<file path="src/rtl/zhadan_pkg.sv">
// rtl/zhadan_pkg.sv - shared state encodings and stage constants for the bomb game and its display
package zhadan_pkg;

    typedef enum logic [1:0] {
        ST_IDLE     = 2'b00,
        ST_ARMED    = 2'b01,
        ST_DEFUSED  = 2'b10,
        ST_EXPLODED = 2'b11
    } zhadan_state_e;

    localparam int STAGES_DEF = 4;
    localparam int STAGE_W    = 3;

endpackage

</file>
<file path="src/rtl/zhadan_kongzhi_if.sv">
// rtl/zhadan_kongzhi_if.sv - player-input and display-facing signals of the bomb game controller
interface zhadan_kongzhi_if;
    import zhadan_pkg::*;

    logic               start;
    logic [3:0]         cut;
    logic [1:0]         code;
    logic [STAGE_W-1:0] fuse_stage;
    logic [1:0]         state;
    logic               tick;
    logic               blink;

    modport master (
        output start, cut, code,
        input  fuse_stage, state, tick, blink
    );

    modport slave (
        input  start, cut, code,
        output fuse_stage, state, tick, blink
    );
endinterface

</file>
<file path="src/rtl/zhadan_tick_gen.sv">
// rtl/zhadan_tick_gen.sv - free-running 0..TICK_DIV-1 prescaler with synchronous clear and wrap flag
module zhadan_tick_gen #(
    parameter int TICK_DIV = 5000
) (
    input  logic clk,
    input  logic rst,
    input  logic clr_i,
    output logic wrap_o
);
    localparam int CNT_W = (TICK_DIV > 1) ? $clog2(TICK_DIV) : 1;
    localparam logic [CNT_W-1:0] LAST = CNT_W'(TICK_DIV - 1);

    logic [CNT_W-1:0] cnt_q, cnt_d;

    // wrap_o marks the last count; the owner registers its effect at the same edge
    assign wrap_o = (cnt_q == LAST);

    always_comb begin
        cnt_d = cnt_q + 1'b1;
        if (clr_i || wrap_o) begin
            cnt_d = '0;
        end
    end

    always_ff @(posedge clk or posedge rst) begin
        if (rst) begin
            cnt_q <= '0;
        end else begin
            cnt_q <= cnt_d;
        end
    end
endmodule

</file>
<file path="src/rtl/zhadan_kongzhi.sv">
// rtl/zhadan_kongzhi.sv - bomb game controller: arms, burns the fuse per tick, resolves wire cuts
module zhadan_kongzhi
    import zhadan_pkg::*;
#(
    parameter int TICK_DIV = 5000,
    parameter int STAGES   = STAGES_DEF
) (
    input  logic             clk,
    input  logic             rst,
    zhadan_kongzhi_if.slave  bus
);
    localparam logic [STAGE_W-1:0] STAGES_V = STAGE_W'(STAGES);

    zhadan_state_e      state_q, state_d;
    logic [STAGE_W-1:0] fuse_q, fuse_d;
    logic               tick_q, tick_d;
    logic               blink_q, blink_d;
    logic [1:0]         code_q, code_d;
    logic [3:0]         cut_q;

    logic [3:0] cut_rise;
    logic [3:0] code_mask;
    logic       bad_rise, good_rise;
    logic       pre_clr, wrap;

    zhadan_tick_gen #(.TICK_DIV(TICK_DIV)) u_tick_gen (
        .clk    (clk),
        .rst    (rst),
        .clr_i  (pre_clr),
        .wrap_o (wrap)
    );

    always_comb begin
        cut_rise          = bus.cut & ~cut_q;
        code_mask         = '0;
        code_mask[code_q] = 1'b1;
        bad_rise          = |(cut_rise & ~code_mask);
        good_rise         = |(cut_rise & code_mask);
    end

    always_comb begin
        state_d = state_q;
        fuse_d  = fuse_q;
        tick_d  = 1'b0;
        blink_d = blink_q;
        code_d  = code_q;
        pre_clr = 1'b0;
        case (state_q)
            ST_IDLE: begin
                // prescaler is held at 0 so arming always starts a full stage period
                pre_clr = 1'b1;
                blink_d = 1'b0;
                if (bus.start && (bus.cut == 4'b0000)) begin
                    state_d = ST_ARMED;
                    code_d  = bus.code;
                    fuse_d  = '0;
                end
            end
            ST_ARMED: begin
                // a wrong wire beats the right one, and the right one beats the final tick
                if (bad_rise) begin
                    state_d = ST_EXPLODED;
                    fuse_d  = STAGES_V;
                end else if (good_rise) begin
                    state_d = ST_DEFUSED;
                end else if (wrap) begin
                    tick_d = 1'b1;
                    fuse_d = fuse_q + 1'b1;
                    if (fuse_q == STAGES_V - 1'b1) begin
                        state_d = ST_EXPLODED;
                    end
                end
            end
            default: begin
                if (bus.start) begin
                    state_d = ST_IDLE;
                    fuse_d  = '0;
                    blink_d = 1'b0;
                    pre_clr = 1'b1;
                end else if (wrap) begin
                    blink_d = ~blink_q;
                end
            end
        endcase
    end

    always_ff @(posedge clk or posedge rst) begin
        if (rst) begin
            state_q <= ST_IDLE;
            fuse_q  <= '0;
            tick_q  <= 1'b0;
            blink_q <= 1'b0;
            code_q  <= '0;
            cut_q   <= '0;
        end else begin
            state_q <= state_d;
            fuse_q  <= fuse_d;
            tick_q  <= tick_d;
            blink_q <= blink_d;
            code_q  <= code_d;
            cut_q   <= bus.cut;
        end
    end

    assign bus.state      = state_q;
    assign bus.fuse_stage = fuse_q;
    assign bus.tick       = tick_q;
    assign bus.blink      = blink_q;
endmodule

</file>
<file path="src/flat_wrapper.sv">
// flat-port wrapper written by rule: the top's interface ports become plain ports
module zhadan_kongzhi_flat import zhadan_pkg::*;
#(
    parameter int TICK_DIV = 5000,
    parameter int STAGES   = STAGES_DEF
)
  (clk, rst, bus_start, bus_cut, bus_code, bus_fuse_stage, bus_state, bus_tick, bus_blink);
  zhadan_kongzhi_if bus_i ();
  input  logic clk;
  input  logic rst;
  input wire logic [$bits(bus_i.start)-1:0] bus_start;
  input wire logic [$bits(bus_i.cut)-1:0] bus_cut;
  input wire logic [$bits(bus_i.code)-1:0] bus_code;
  output wire logic [$bits(bus_i.fuse_stage)-1:0] bus_fuse_stage;
  output wire logic [$bits(bus_i.state)-1:0] bus_state;
  output wire logic [$bits(bus_i.tick)-1:0] bus_tick;
  output wire logic [$bits(bus_i.blink)-1:0] bus_blink;
  assign bus_i.start = bus_start;
  assign bus_i.cut = bus_cut;
  assign bus_i.code = bus_code;
  assign bus_fuse_stage = bus_i.fuse_stage;
  assign bus_state = bus_i.state;
  assign bus_tick = bus_i.tick;
  assign bus_blink = bus_i.blink;
  zhadan_kongzhi #(.TICK_DIV(TICK_DIV), .STAGES(STAGES)) u_core (.clk(clk), .rst(rst), .bus(bus_i));
endmodule
</file>
<file path="config.mk">
export PLATFORM = sky130hd
export DESIGN_NAME = zhadan_kongzhi_flat
export DESIGN_NICKNAME = d
export VERILOG_FILES = /design/src/rtl/zhadan_pkg.sv /design/src/rtl/zhadan_kongzhi_if.sv /design/src/rtl/zhadan_tick_gen.sv /design/src/rtl/zhadan_kongzhi.sv /design/src/flat_wrapper.sv
export SDC_FILE = /design/constraint.sdc
export NUM_CORES = 1
export LEC_CHECK = 0
export CAP_MARGIN = 20
export CORE_MARGIN = 2
export CORE_UTILIZATION = 54
export CTS_CLUSTER_DIAMETER = 100
export DETAILED_ROUTE_END_ITERATION = 16
export PLACE_DENSITY = 0.75
export SLEW_MARGIN = 20
export SYNTH_ARGS = -nofsm -noshare
export SYNTH_HDL_FRONTEND = slang
export SYNTH_SLANG_ARGS = --single-unit
export TNS_END_PERCENT = 50
</file>
<file path="constraint.sdc">
create_clock -name clk -period 2.35 [get_ports clk]
set_clock_uncertainty 0.15 [all_clocks]
set_input_delay 0.47 -clock clk [delete_from_list [all_inputs] [get_ports clk]]
set_output_delay 0.47 -clock clk [all_outputs]
set_load 0.05 [all_outputs]
</file>
=== Word-level counts from Yosys, hierarchy flattened ===
Cells that the tools add are included.

* Output and inout port bits: 7
* Logic and storage cells: 64
* Register bits: 26
* Input bits: 9

* Bitwise logic cells: 7
* Reductions and logical operators: 13
* Magnitude comparators: 2
* Eq/ne operators: 8
* Mux-type cells: 25
* $add $sub $neg: 2

{| class="wikitable"
|+ Operator list
! kind !! number
|-
| $mux W3 || 5
|-
| $add A13 B1 Y13 const B || 1
|-
| $eq A13 B13 Y1 const B || 1
|-
| $mux W13 || 1
|-
| $and A4 B4 Y4 || 3
|-
| $mux W2 || 6
|-
| $mux W1 || 8
|-
| $not A4 Y4 || 2
|-
| $reduce_and A4 Y1 || 2
|-
| $reduce_or A4 Y1 || 2
|-
| $ne A3 B2 Y1 const B || 2
|-
| $pmux W3 S2 || 1
|-
| $reduce_bool A3 Y1 || 2
|-
| $logic_not A4 Y1 || 1
|-
| $ne A4 B1 Y1 const B || 1
|-
| $ne A4 B2 Y1 const B || 1
|-
| $pmux W1 S2 || 2
|-
| $pmux W2 S2 || 1
|-
| $reduce_and A2 Y1 || 2
|-
| $add A3 B1 Y3 const B || 1
|-
| $eq A3 B2 Y1 const B || 1
|-
| $lt A2 B3 Y1 const B || 1
|-
| $demux W1 S2 || 1
|-
| $eq A2 B1 Y1 const B || 1
|-
| other kinds (6) || 8
|}

=== Longest topological paths before layout ===
* Word-level depth: 9
* Gate-level depth with buffers: 6
* Depth with buffers taken out: 6

=== Modules after synthesis ===
Synthesis repeated with hierarchy kept, for this count alone.

* Cells, all modules: 122
* Area total of the unflattened synthesis: 1303.8 um^2

{| class="wikitable"
|+ Modules (own cells, without submodules)
! module !! times used !! sequential area each (um^2) !! area an instance (um^2) !! cells an instance
|-
| zhadan_kongzhi || 1 || 325.3 || 678.2 || 58
|-
| zhadan_tick_gen || 1 || 325.3 || 625.6 || 64
|}

=== Least setup slack after synthesis ===
OpenSTA, ideal clock, no wires.

* Kind: input port to flip-flop
* Start point: input bus_cut[1]
* End point: register u_core.fuse_q[0], in the netlist u_core.bus.fuse_stage[0]
* Path slack: 0.527 ns
* Buffers on the path: 0
* Setup time: 0.065 ns
* Data required time: 2.135 ns
* Cell stages on the path: 5
* Data arrival time: 1.608 ns
* Cell sequence: nor2b_4 or3_1 o22a_2 o31ai_2 mux2_2

* Longest elaborated chain between the ends: 5
* Elaborated cells between the ends (all ways): 13
* Those cells by class: eq/ne (3); mux (2); bitwise (3); reduce/logical (5)

{| class="wikitable"
|+ Ends and longest elaborated chain
! element !! line !! source
|-
| from (decl) || flat_wrapper.sv:12 || <nowiki>input wire logic [$bits(bus_i.cut)-1:0] bus_cut;</nowiki>
|-
| $and A4 B4 Y4 || zhadan_kongzhi.sv:34 || <nowiki>cut_rise = bus.cut & ~cut_q;</nowiki>
|-
| $and A4 B4 Y4, on equally long branches || zhadan_kongzhi.sv:38, zhadan_kongzhi.sv:37 ||
|-
| $reduce_or A4 Y1, on equally long branches || zhadan_kongzhi.sv:38, zhadan_kongzhi.sv:37 ||
|-
| $ne A3 B2 Y1 (no line) / $mux W3 (equally long branches) || - ||
|-
| $reduce_and A4 Y1 (no line) / $pmux W3 S2 (equally long branches) || - ||
|-
| to (signal assigned) || zhadan_kongzhi.sv:97 || <nowiki>fuse_q <= fuse_d;</nowiki>
|-
| to (decl) || zhadan_kongzhi.sv:15 || <nowiki>logic [STAGE_W-1:0] fuse_q, fuse_d;</nowiki>
|}

Parallel ways exist; a longest one is shown, timed or not.
A chain may end at the register's enable or synchronous reset.

=== Worst setup path after layout ===
* Start point: register u_core.state_q[1], in the netlist u_core.bus.state[1]
* End point: output bus_state[1]

{| class="wikitable"
|+ RTL lines
! element !! line !! source
|-
| from (decl) || zhadan_kongzhi.sv:14 || <nowiki>zhadan_state_e state_q, state_d;</nowiki>
|-
| from (signal assigned) || zhadan_kongzhi.sv:96 || <nowiki>state_q <= state_d;</nowiki>
|-
| to (decl) || flat_wrapper.sv:15 || <nowiki>output wire logic [$bits(bus_i.state)-1:0] bus_state;</nowiki>
|}

No word-level cell between the ends.

==> results.json <==
{
  "start_util": 0.5766,
  "final.period_utilization": 0.9538,
  "diodes": 0,
  "hold_buffers": 0,
  "area_growth_pct": 18.96,
  "instances_no_fill": 168,
  "htreeDepth": 1,
  "wl_per_cell_um": 13.22,
  "place_congestion": 0.7739,
  "async_flop_share": 1.000,
  "top_layer_used": "met4",
  "cts_resized": 0,
  "grt_max_degree": 27,
  "path_class": "flip-flop to output port",
  "grt_overflow": 0,
  "fin_area_um2": 1546,
  "num_rows": 17,
  "synth_nets": 130,
  "core_um2": 2255,
  "synthDistinctLibCells": 40,
  "crit_path_start_kind": "flip-flop",
  "design_power_total_mw": 1.320,
  "avgSynthCellArea_um2": 11.02,
  "cts_made_buffers": 3,
  "power.share.clock": 0.166,
  "final_common_cell": "dfrtp_1",
  "min_path_cells": 1,
  "dieArea_um2": 2816,
  "seq_area_um2": 650.6,
  "die_h_um": 53.07,
  "synth_enable_flop_cells": 0,
  "reg2reg_from": "u_core.u_tick_gen.cnt_q[0]$_DFF_PP0_",
  "die_x_um": 53.07,
  "setup_viol": 0,
  "synth_seq_cells": 26,
  "max-cap-violations": 0,
  "io_pins": 16,
  "first_global_vias": 906,
  "crit_chain": "clkdlybuf4s50_1",
  "globalRouteTotalUtil": 0.1896,
  "via_count": 909,
  "critPathMaxStageDelay_ns": 0.84,
  "max-vdd-ir-drop_mv": 0.7191,
  "place_area_um2": 1510,
  "cp-end-kind": "output port",
  "drt-total-wl_um": 2221,
  "synth.largest_area_cell": "dfrtp_1",
  "clk_path_buf_depth": 2,
  "finalHoldViolCount": 0,
  "wl_met2_um": 1121,
  "antenna_found_initial": 0,
  "synth_cells": 118,
  "switching_share": 0.3821,
  "p_per_area_nw_per_um2": 853.7,
  "min_period_ns": 2.241,
  "outcome": "finished, final reports clean",
  "grt_setup_unrepaired": "false",
  "clk_latency_ns": 0.31,
  "cts_sinks": 26,
  "cts_root_buffer": "clkbuf_4",
  "crit_family": "buffers and inverters",
  "drive_gt1_frac": 0.1500,
  "dp.cells": 164,
  "holdWs_ns": 0.3411,
  "regToRegSetupSlack_ns": 0.39,
  "firstDrtPassIters": 4,
  "nNetsFinal": 153,
  "whs_endpoint": "u_core.u_tick_gen.cnt_q[0]$_DFF_PP0_",
  "vias_per_cell": 5.411,
  "slew_headroom": 0.3483,
  "critical_path_required_ns": 1.73,
  "r2r-end": "u_core.u_tick_gen.cnt_q[4]$_DFF_PP0_",
  "worstPathMaxFanout": 7,
  "post-route-util": 0.6859,
  "detail-route-antenna-nets": 0,
  "cp_data_arrival_time_ns": 1.62,
  "maxSlewViolCount": 0,
  "max_freq_ghz": 0.4462,
  "layout_common_cells": "dfrtp_1 (26), nor2_1 (16), clkdlybuf4s50_1 (15), nand2_1 (8)",
  "io_buffers": 15,
  "wl_met1_um": 1024,
  "worst_slew_pin_slew_ns": 0.9732,
  "intPower_mw": 0.8157,
  "route.detailed.drc": 0,
  "place_hpwl_um": 1747,
  "syn_area_um2": 1300,
  "ys_top_cells_by_area": "dfrtp_1 (50%), nor2_1 (4.6%), xor2_1 (4.0%)",
  "pwr-share-comb": 0.382,
  "grt_pass1_wl_um": 3795,
  "postCtsSetupRepairBufs": 0,
  "synth_ff_type": "dfrtp_1",
  "synth-seq-area-share": 0.5005,
  "ys_warn_count": 0,
  "multi_input_area_um2": 629.4,
  "crit_start": "u_core.bus.state[1]$_DFFE_PP0P_",
  "hp-start": "u_core.u_tick_gen.cnt_q[0]$_DFF_PP0_",
  "wl_met3_um": 51,
  "hold_class": "flip-flop to flip-flop",
  "power.share.sequential": 0.452,
  "power.leakage_nw": 0.6776,
  "cp_num_buf_inv": 1,
  "power_switching_mw": 0.5045,
  "clk_pin_slew_ns": 0.13,
  "yosysTopAreaCellShare": 0.5005,
  "tritoncts": "done",
  "slowest_stage": "clkdlybuf4s50_1",
  "drt_iter0_drc": 17,
  "reg2reg_depth": 5,
  "fillers": 203
}
-- logic make-up after synthesis --
kind of cell / after synthesis / synth area share
and+or+nand+nor: 53 / 0.2377
DFF: 26 / 0.5005
AOI/OAI and AO/OA: 13 / 0.07508
xor gates and xnor gates: 11 / 0.07411
muxes: 7 / 0.06833
buffers and inverters: 5 / 0.01539
adders and majority gates: 3 / 0.02888
-- area by class of cell --
type	count	share of cell area
sequential	26	0.4207
inverter	4	0.009709
timing repair buffer	19	0.1165
tap	28	0.02265
multi-input combinational	87	0.4070
clock buffer	4	0.02346
-- Yosys cell counts, types with 2 or more instances --
cell,number
nor3_1,5
nor2_1,16
nor2b_1,2
nor2b_4,2
xnor2_1,5
nand2_1,8
nand2b_1,3
o21ai_0,2
ha_1,3
inv_1,4
dfrtp_1,26
nand3_1,6
xor2_1,6
mux2_2,3
mux2_1,2
-- metrics by stage --
step                setup TNS, ns  worst slack (ns)
floorplan                       0            0.5267
global placement                0           0.02198
detailed placement       -0.08228          -0.05386
CTS                             0            0.1002
global route                    0           0.04374
finish                          0            0.1086
-- power groups by stage --
stage                     Sequential (mW)  Combinational, mW  Clock (mW)
after floorplan                     0.682              0.291           0
after global placement              0.604              0.492           0
after detailed placement            0.607              0.508           0
after CTS                           0.598              0.509       0.229
after global routing                0.608              0.557       0.250
final                               0.597              0.504       0.219
-- how the worst max path moves through the flow --
stage | depth (start not counted) | slack, ns | to
after global routing | 1 | 0.04 | bus_state[1]
after detailed placement | 6 | -0.05 | u_core.bus.fuse_stage[0]$_DFFE_PP0P_
final | 1 | 0.11 | bus_state[1]
after floorplan | 5 | 0.53 | u_core.bus.fuse_stage[0]$_DFFE_PP0P_
after CTS | 1 | 0.10 | bus_state[1]
after global placement | 6 | 0.02 | u_core.bus.fuse_stage[0]$_DFFE_PP0P_
-- per-layer routing --
metal / up-vias / global-route usage
met5: - / 0
met4: 0 / 0.07692
met1: 442 / 0.2198
li1: 454 / -
met3: 4 / 0.03390
met2: 9 / 0.3417
-- sequential cells by signal (all words and copies together), names as in the netlist --
register,flops
u_core.u_tick_gen.cnt_q,13
u_core.bus.fuse_stage,3
u_core.cut_q,4
u_core.bus.state,2
u_core.bus.tick,1
u_core.code_q,2
u_core.bus.blink,1
Note: power is estimated with default switching activity, not from simulation.
